[config.mk]
export PLATFORM = sky130hd
export DESIGN_NAME = scan_mux_n_flat
export DESIGN_NICKNAME = d
export VERILOG_FILES = /design/src/rtl/scan_mux_n_if.sv /design/src/rtl/scan_mux_n.sv /design/src/flat_wrapper.sv
export SDC_FILE = /design/constraint.sdc
export NUM_CORES = 1
export LEC_CHECK = 0
export ABC_AREA = 1
export CORE_MARGIN = 5
export CORE_UTILIZATION = 55
export CTS_BUF_LIST = sky130_fd_sc_hd__clkbuf_2
export DETAILED_ROUTE_END_ITERATION = 10
export GPL_TIMING_DRIVEN = 0
export PLACE_DENSITY = 0.79
export SETUP_SLACK_MARGIN = 0.15
export SLEW_MARGIN = 20
export SYNTH_ARGS = -nofsm -noshare
export SYNTH_HDL_FRONTEND = slang
export SYNTH_SLANG_ARGS = --single-unit
[constraint.sdc]
create_clock -name clk -period 2.5 [get_ports clk]
set_clock_uncertainty 0.15 [all_clocks]
set_input_delay 0.5 -clock clk [delete_from_list [all_inputs] [get_ports clk]]
set_output_delay 0.5 -clock clk [all_outputs]
set_load 0.005 [all_outputs]
[src/rtl/scan_mux_n_if.sv]
// scan_mux_n_if: digit data in, segment/anode pins out.
// master = digit encoder side, slave = scanner.
interface scan_mux_n_if #(
  parameter int NUM_DIGITS = 4
);
  logic [7*NUM_DIGITS-1:0] digit_seg;
  logic [NUM_DIGITS-1:0]   digit_dp;
  logic [NUM_DIGITS-1:0]   digit_en;
  logic [3:0]              brightness;
  logic [7:0]              seg;
  logic [NUM_DIGITS-1:0]   an;
  logic                    frame_tick;

  modport master (
    output digit_seg, digit_dp, digit_en, brightness,
    input  seg, an, frame_tick
  );

  modport slave (
    input  digit_seg, digit_dp, digit_en, brightness,
    output seg, an, frame_tick
  );
endinterface

[src/rtl/scan_mux_n.sv]
// scan_mux_n: N-digit 7-seg scanner, PWM brightness, frame snapshots.
// Option: SCAN_GHOST_GUARD_EN blanks the first cycle of every digit slot.
module scan_mux_n #(
  parameter int NUM_DIGITS = 4,
  parameter int PRESCALE   = 1000,
  parameter int PRE_W      = 16
) (
  input logic         clk,
  input logic         reset,
  scan_mux_n_if.slave bus
);
  localparam int IDX_W =
    (NUM_DIGITS > 1) ? $clog2(NUM_DIGITS) : 1;
  localparam logic [PRE_W-1:0] PRE_LAST =
    PRE_W'(PRESCALE - 1);
  localparam logic [IDX_W-1:0] IDX_LAST =
    IDX_W'(NUM_DIGITS - 1);
  localparam int SW = 7 * NUM_DIGITS;

  logic [PRE_W-1:0]      pre_q, pre_d;
  logic [3:0]            sub_q, sub_d;
  logic [IDX_W-1:0]      idx_q, idx_d;
  logic [SW-1:0]         sh_seg_q, sh_seg_d;
  logic [NUM_DIGITS-1:0] sh_dp_q, sh_dp_d;
  logic [NUM_DIGITS-1:0] sh_en_q, sh_en_d;
  logic [3:0]            sh_bri_q, sh_bri_d;
  logic                  load_pend_q, load_pend_d;
  logic [NUM_DIGITS-1:0] an_q, an_d;
  logic [7:0]            seg_q, seg_d;
  logic                  ft_q, ft_d;

  logic                  pre_wrap;
  logic                  sub_wrap;
  logic                  idx_last;
  logic                  fe;
  logic                  load;
  logic                  cur_en;
  logic                  cur_dp;
  logic [6:0]            cur_seg;
  logic                  lit;

  // Prescaler, sub-slot and digit index advance.
  always_comb begin
    pre_wrap = (pre_q == PRE_LAST);
    sub_wrap = (sub_q == 4'hF);
    idx_last = (idx_q == IDX_LAST);
    fe       = pre_wrap && sub_wrap && idx_last;
    pre_d    = pre_wrap ? '0 : pre_q + PRE_W'(1);
    sub_d    = sub_q;
    if (pre_wrap) sub_d = sub_q + 4'd1;
    idx_d    = idx_q;
    if (pre_wrap && sub_wrap) begin
      idx_d = idx_last ? '0 : idx_q + IDX_W'(1);
    end
  end

  // Shadow capture at frame end or on the first edge after reset.
  always_comb begin
    load        = fe || load_pend_q;
    sh_seg_d    = sh_seg_q;
    sh_dp_d     = sh_dp_q;
    sh_en_d     = sh_en_q;
    sh_bri_d    = sh_bri_q;
    load_pend_d = 1'b0;
    if (load) begin
      sh_seg_d = bus.digit_seg;
      sh_dp_d  = bus.digit_dp;
      sh_en_d  = bus.digit_en;
      sh_bri_d = bus.brightness;
    end
  end

  // Select the active digit's shadow data and decide if it lights.
  always_comb begin
    cur_en  = 1'b0;
    cur_dp  = 1'b0;
    cur_seg = '1;
    for (int i = 0; i < NUM_DIGITS; i++) begin
      if (idx_q == IDX_W'(i)) begin
        cur_en  = sh_en_q[i];
        cur_dp  = sh_dp_q[i];
        cur_seg = sh_seg_q[7*i +: 7];
      end
    end
    lit = cur_en && (sub_q <= sh_bri_q);
`ifdef SCAN_GHOST_GUARD_EN
    if (pre_q == '0 && sub_q == 4'd0) lit = 1'b0;
`endif
  end

  // Next pin state: one anode low while lit, else all dark.
  always_comb begin
    an_d  = '1;
    seg_d = 8'hFF;
    ft_d  = fe;
    if (lit) begin
      for (int i = 0; i < NUM_DIGITS; i++) begin
        an_d[i] = (idx_q != IDX_W'(i));
      end
      seg_d = {~cur_dp, cur_seg};
    end
  end

  // State and output registers; reset aborts any scan in progress.
  always_ff @(posedge clk) begin
    if (reset) begin
      pre_q       <= '0;
      sub_q       <= '0;
      idx_q       <= '0;
      sh_seg_q    <= '1;
      sh_dp_q     <= '0;
      sh_en_q     <= '0;
      sh_bri_q    <= '0;
      load_pend_q <= 1'b1;
      an_q        <= '1;
      seg_q       <= 8'hFF;
      ft_q        <= 1'b0;
    end else begin
      pre_q       <= pre_d;
      sub_q       <= sub_d;
      idx_q       <= idx_d;
      sh_seg_q    <= sh_seg_d;
      sh_dp_q     <= sh_dp_d;
      sh_en_q     <= sh_en_d;
      sh_bri_q    <= sh_bri_d;
      load_pend_q <= load_pend_d;
      an_q        <= an_d;
      seg_q       <= seg_d;
      ft_q        <= ft_d;
    end
  end

  assign bus.an         = an_q;
  assign bus.seg        = seg_q;
  assign bus.frame_tick = ft_q;

endmodule

[src/flat_wrapper.sv]
// flat-port wrapper written by rule: the top's interface ports become plain ports
module scan_mux_n_flat 
#(
  parameter int NUM_DIGITS = 4,
  parameter int PRESCALE   = 1000,
  parameter int PRE_W      = 16
)
  (clk, reset, bus_digit_seg, bus_digit_dp, bus_digit_en, bus_brightness, bus_seg, bus_an, bus_frame_tick);
  scan_mux_n_if #(.NUM_DIGITS(NUM_DIGITS)) bus_i ();
  input logic clk;
  input logic reset;
  input wire logic [$bits(bus_i.digit_seg)-1:0] bus_digit_seg;
  input wire logic [$bits(bus_i.digit_dp)-1:0] bus_digit_dp;
  input wire logic [$bits(bus_i.digit_en)-1:0] bus_digit_en;
  input wire logic [$bits(bus_i.brightness)-1:0] bus_brightness;
  output wire logic [$bits(bus_i.seg)-1:0] bus_seg;
  output wire logic [$bits(bus_i.an)-1:0] bus_an;
  output wire logic [$bits(bus_i.frame_tick)-1:0] bus_frame_tick;
  assign bus_i.digit_seg = bus_digit_seg;
  assign bus_i.digit_dp = bus_digit_dp;
  assign bus_i.digit_en = bus_digit_en;
  assign bus_i.brightness = bus_brightness;
  assign bus_seg = bus_i.seg;
  assign bus_an = bus_i.an;
  assign bus_frame_tick = bus_i.frame_tick;
  scan_mux_n #(.NUM_DIGITS(NUM_DIGITS), .PRESCALE(PRESCALE), .PRE_W(PRE_W)) u_core (.clk(clk), .reset(reset), .bus(bus_i));
endmodule
* Word level (Yosys, flattened, before mapping)
Index checks and enable logic that the tools add are counted.
** Storage, ports and cells
- Register bits :: 76
- ROM bits :: 0
- Bits of input ports :: 42
- Memories kept :: 0
- Output and inout port bits :: 13
- Logic and storage cells :: 47
- Bits in latches :: 0
- Bits in writable memories :: 0
** Operators by class
- Equal/unequal tests :: 8
- Mux-type cells :: 14
- Divide/modulo/power cells :: 0
- Add/sub/neg operators :: 3
- $lt $le $gt $ge :: 1
- Multipliers :: 0
- Shifts and indexed selects :: 0
- Bitwise logic cells :: 2
- Reductions and logical operators :: 8
** Operator list (number)
- two-way mux 7 bit :: 4
- adder 16 x 1 -> 16 bit (second input constant) :: 1
- == test 16 x 10 -> 1 bit (second input constant) :: 1
- two-way mux 1 bit :: 9
- adder 4 x 1 -> 4 bit (second input constant) :: 1
- == test 2 bit (second input constant) :: 2
- == test 4 bit (second input constant) :: 1
- less-or-equal comparator 4 bit :: 1
- inequality test 2 bit (second input constant) :: 2
- OR reduction 2 bit :: 2
- logical AND 1 bit :: 3
- adder 2 x 1 -> 2 bit (second input constant) :: 1
- == test 2 x 1 -> 1 bit (second input constant) :: 1
- logical NOT 2 bit :: 1
- two-way mux 2 bit :: 1
- inequality test 2 x 1 -> 1 bit (second input constant) :: 1
- NOT 1 bit :: 2
- nonzero test 2 bit :: 1
- logical OR 1 bit :: 1

* Logic depth before layout (Yosys ltp)
- Depth after elaboration :: 8
- Depth in mapped cells :: 10
- Gate-level depth less buffers :: 9

* Least setup slack after synthesis
No wires, ideal clock.
- Path kind :: reg2reg
- Start point :: register u_core.idx_q[1]
- End point :: register u_core.seg_q[2] (netlist: u_core.bus.seg[2])
- Period minus slack after synthesis :: 1.760 ns
- Cell stages (with the launch flop) :: 11
- Data arrival time :: 1.485 ns
- Library setup time :: 0.125 ns
- Data required time :: 2.225 ns
- Setup slack :: 0.740 ns
- Buffers on the path :: 2
- Cells stage by stage :: dfxtp_1 > inv_1 > ha_1 > buf_2 > inv_2 > o21ai_0 > o21ai_1 > o211ai_1 > nor2_1 > buf_2 > nand3_1
** On the way
- Word-level cells in the longest chain between the ends :: 8
- Elaborated cells on any way between the ends :: 15
- Those cells by class :: 3 x eq/ne; 8 x mux; 1 x bitwise; 3 x reduce/logical
** RTL lines
- from (decl) :: line scan_mux_n.sv:22 : logic [IDX_W-1:0] idx_q, idx_d;
- from (signal assigned) :: line scan_mux_n.sv:121 : idx_q <= idx_d;
- logical NOT 2 bit :: line scan_mux_n.sv:79 : if (idx_q == IDX_W'(i)) begin
- two-way mux 1 bit (4 in a row) :: line scan_mux_n.sv:79
- logical AND 1 bit :: line scan_mux_n.sv:85 : lit = cur_en && (sub_q <= sh_bri_q);
- NOT 1 bit (no source line)
- OR reduction 2 bit (no source line)
- to (signal assigned) :: line scan_mux_n.sv:128 : seg_q <= seg_d;
- to (decl) :: line scan_mux_n.sv:29 : logic [7:0] seg_q, seg_d;
Several ways; a longest one is shown, not always the timed one.
A chain may end at the register's enable or synchronous reset.

* Final worst setup path
- Start point :: register u_core.idx_q[1]
- End point :: register u_core.seg_q[4] (netlist: u_core.bus.seg[4])
The elaborated chain is that of the path after synthesis.

==> flow_summary.toml <==
[job]
cap_violations = 0

[timing]
fin_crit_ns = 2.041
grt_setup_unrepaired = "false"
fmax_mhz = 489.9
tns_ns = 0
slew_headroom_pct = 69.51
hold_ws_ns = 0.3201
slew_violations = 0
hold_violations = 0
worst_pin_slew_ns = 0.4573
finalSetupViolCount = 0
period_share_pct = 81.65

[finish]
instances_no_fill = 594
n_antenna_cell = 0
final_common_cell = "nand3_1"
fill_cells = 542
fin_area_um2 = 4133
utilization_pct = 69.80
drive_above_1_share_pct = 6.551
syn2layout_area_growth_pct = 23.20
mostFrequentLayoutCells = "nand3_1, nand2_1, dfxtp_1"
final_nets = 566

[min_path]
hold_path_depth = 1
worstHoldStart = "u_core.pre_q[0]"
hold_path.class = "reg2reg"

[placed_design]
place_inst = 578
gp_congestion = 0.8677
place_area_um2 = 3989
hpwl_um = 5840
portBuffers = 54

[cts]
clk_pin_slew_ns = 0.20
cts_tree = "done"
clock_latency_ns = 0.50
cts.sinks = 76
cts-root-buf = "clkbuf_2"
cts.path.max_buffers = 2
numCtsBuffers = 9
htreeDepth = 3
cts_setup_buffers = 0

[critical_path]
path_max_fanout = 10
crit_path_end_kind = "register"
critPathCapture = "u_core.bus.seg[4]"
r2r-start = "u_core.idx_q[1]"
cp.required_ns = 2.77
cp-start-kind = "register"
critPathKind = "reg2reg"
rrSetupSlack_ns = 0.46
worstPathArrival_ns = 2.31
timing.critical_path.from = "u_core.idx_q[1]"
r2r-end = "u_core.bus.seg[4]"
rr_worst_depth = 10

[global_routing]
grt_overflow_total = 0
antenna_found_initial = 0
grt_pass1_vias = 3054
track_usage_pct = 22.53
grt_max_degree = 14
grt_pass1_wl_um = 13860

[floorplan]
coreArea_um2 = 5921
die_y_um = 88.10
die_x_um = 88.10
ios = 55
core.rowCount = 28
die_area_um2 = 7761
initial_core_util_pct = 56.66

[pwr]
p_sw_uw = 582.2
p_int_uw = 1728
power_density_nw_per_um2 = 559.1
power.share.sequential_pct = 55.9
ir_worst_vdd_uv = 388.1
clkPwrFrac_pct = 33.6
power.leakage_uw = 0.001711
power_frac_comb_pct = 10.5
switching_share_pct = 25.20

[yosys]
avgSynthCellArea_um2 = 7.471
synth_flop_cell = "dfxtp_1"
synth_seq_cells = 76
syn-num-nets = 501
synth-edff-count = 0
synth_warnings = 0
ys_types = 32
seq_area_frac_synth_pct = 45.36
synth-async-reset-ratio_pct = 0
synth.cell_area_um2 = 3354
synthCells = 449

[routing]
drt_iter0_markers = 146
postRouteAntennaNets = 0
wl_per_cell_um = 13.54
dr_total_vias = 3176
first_pass_iters = 5
routed_via_density = 5.347
drt-total-wl_um = 8040
drc = 0

[outcome]
status = "completed"
power groups by stage:
stage	registers, µW	clock network, µW	logic (µW)
finish	1290	775	243
global route	1300	842	274
CTS	1290	778	242
detailed placement	1320	0	240
global placement	1310	0	234
floorplan	1310	0	133
cell usage after synthesis, drive strengths merged, types with 3 or more instances:
| cell | count | area, µm² |
|---|---|---|
| a21oi | 29 | 145.1 |
| nand4 | 5 | 46.29 |
| dfxtp | 76 | 1521 |
| o211ai | 7 | 52.55 |
| o21ai | 20 | 100.1 |
| buf | 15 | 90.09 |
| nand2 | 94 | 362.8 |
| nand3 | 94 | 470.5 |
| inv | 38 | 142.6 |
| nor3 | 6 | 30.03 |
| ha | 10 | 125.1 |
| xor2 | 3 | 26.28 |
| nor2 | 34 | 137.6 |
| clkbuf | 6 | 22.52 |
registers in the layout, indices dropped and copies added, names as in the netlist:
register and flops:
u_core.bus.an 4, u_core.bus.frame_tick 1, u_core.bus.seg 8, u_core.idx_q 2, u_core.load_pend_q 1, u_core.pre_q 16, u_core.sh_bri_q 4, u_core.sh_dp_q 4
u_core.sh_en_q 4, u_core.sh_seg_q 28, u_core.sub_q 4
critical path, stage by stage (launching register included):
cell      delay [ns]
dfxtp_1         0.42
inv_1           0.08
ha_1            0.18
buf_2           0.19
inv_2           0.15
o21ai_0         0.10
o21ai_1         0.13
o211ai_1        0.10
nor2_2          0.16
clkbuf_4        0.23
nand3_1         0.08
cell type report:
type | instances | area (µm²) | share of cell area [%]
tap | 75 | 93.84 | 2.271
sequential | 76 | 1521 | 36.82
inverter | 40 | 150.1 | 3.633
clock buffer | 10 | 50.05 | 1.211
clock inverter | 6 | 88.84 | 2.150
timing repair buffer | 54 | 540.5 | 13.08
buffer | 21 | 115.1 | 2.785
multi-input combinational | 312 | 1573 | 38.06
layer usage:
layer / vias to the layer above / global-route usage (%) / routed length [µm]
met5: - / 0 / 0
met4: 0 / 7.830 / 125
met3: 13 / 4.986 / 549
met2: 95 / 36.44 / 3746
met1: 1446 / 29.78 / 3619
li1: 1622 / - / -
stage by stage:
stage,setup WS [ns],total power [µW]
CTS,0.3823,2312
global placement,0.2575,1548
floorplan,0.7398,1442
global route,0.1737,2416
detailed placement,0.2460,1556
finish,0.4589,2311
cells by family after synthesis:
family / count (synthesis) / share of synthesized area [%]
xor gates and xnor gates: 4 / 1.045
buffers and inverters: 61 / 7.833
and+or+nand+nor: 239 / 32.49
DFF: 76 / 45.36
AOI/OAI and AO/OA: 59 / 9.548
adders and majority gates: 10 / 3.730
worst min path at each step:
stage	end
floorplan	u_core.pre_q[0]
global placement	u_core.pre_q[0]
detailed placement	u_core.pre_q[0]
CTS	u_core.pre_q[0]
global route	u_core.sh_seg_q[26]
finish	u_core.pre_q[0]
what timing repair did:
item                                    CTS  global route
hold buffers                              0             0
endpoints found under the setup margin    0            10
resized for setup                         0             2
No activity file was read; power rests on OpenSTA's default activity.
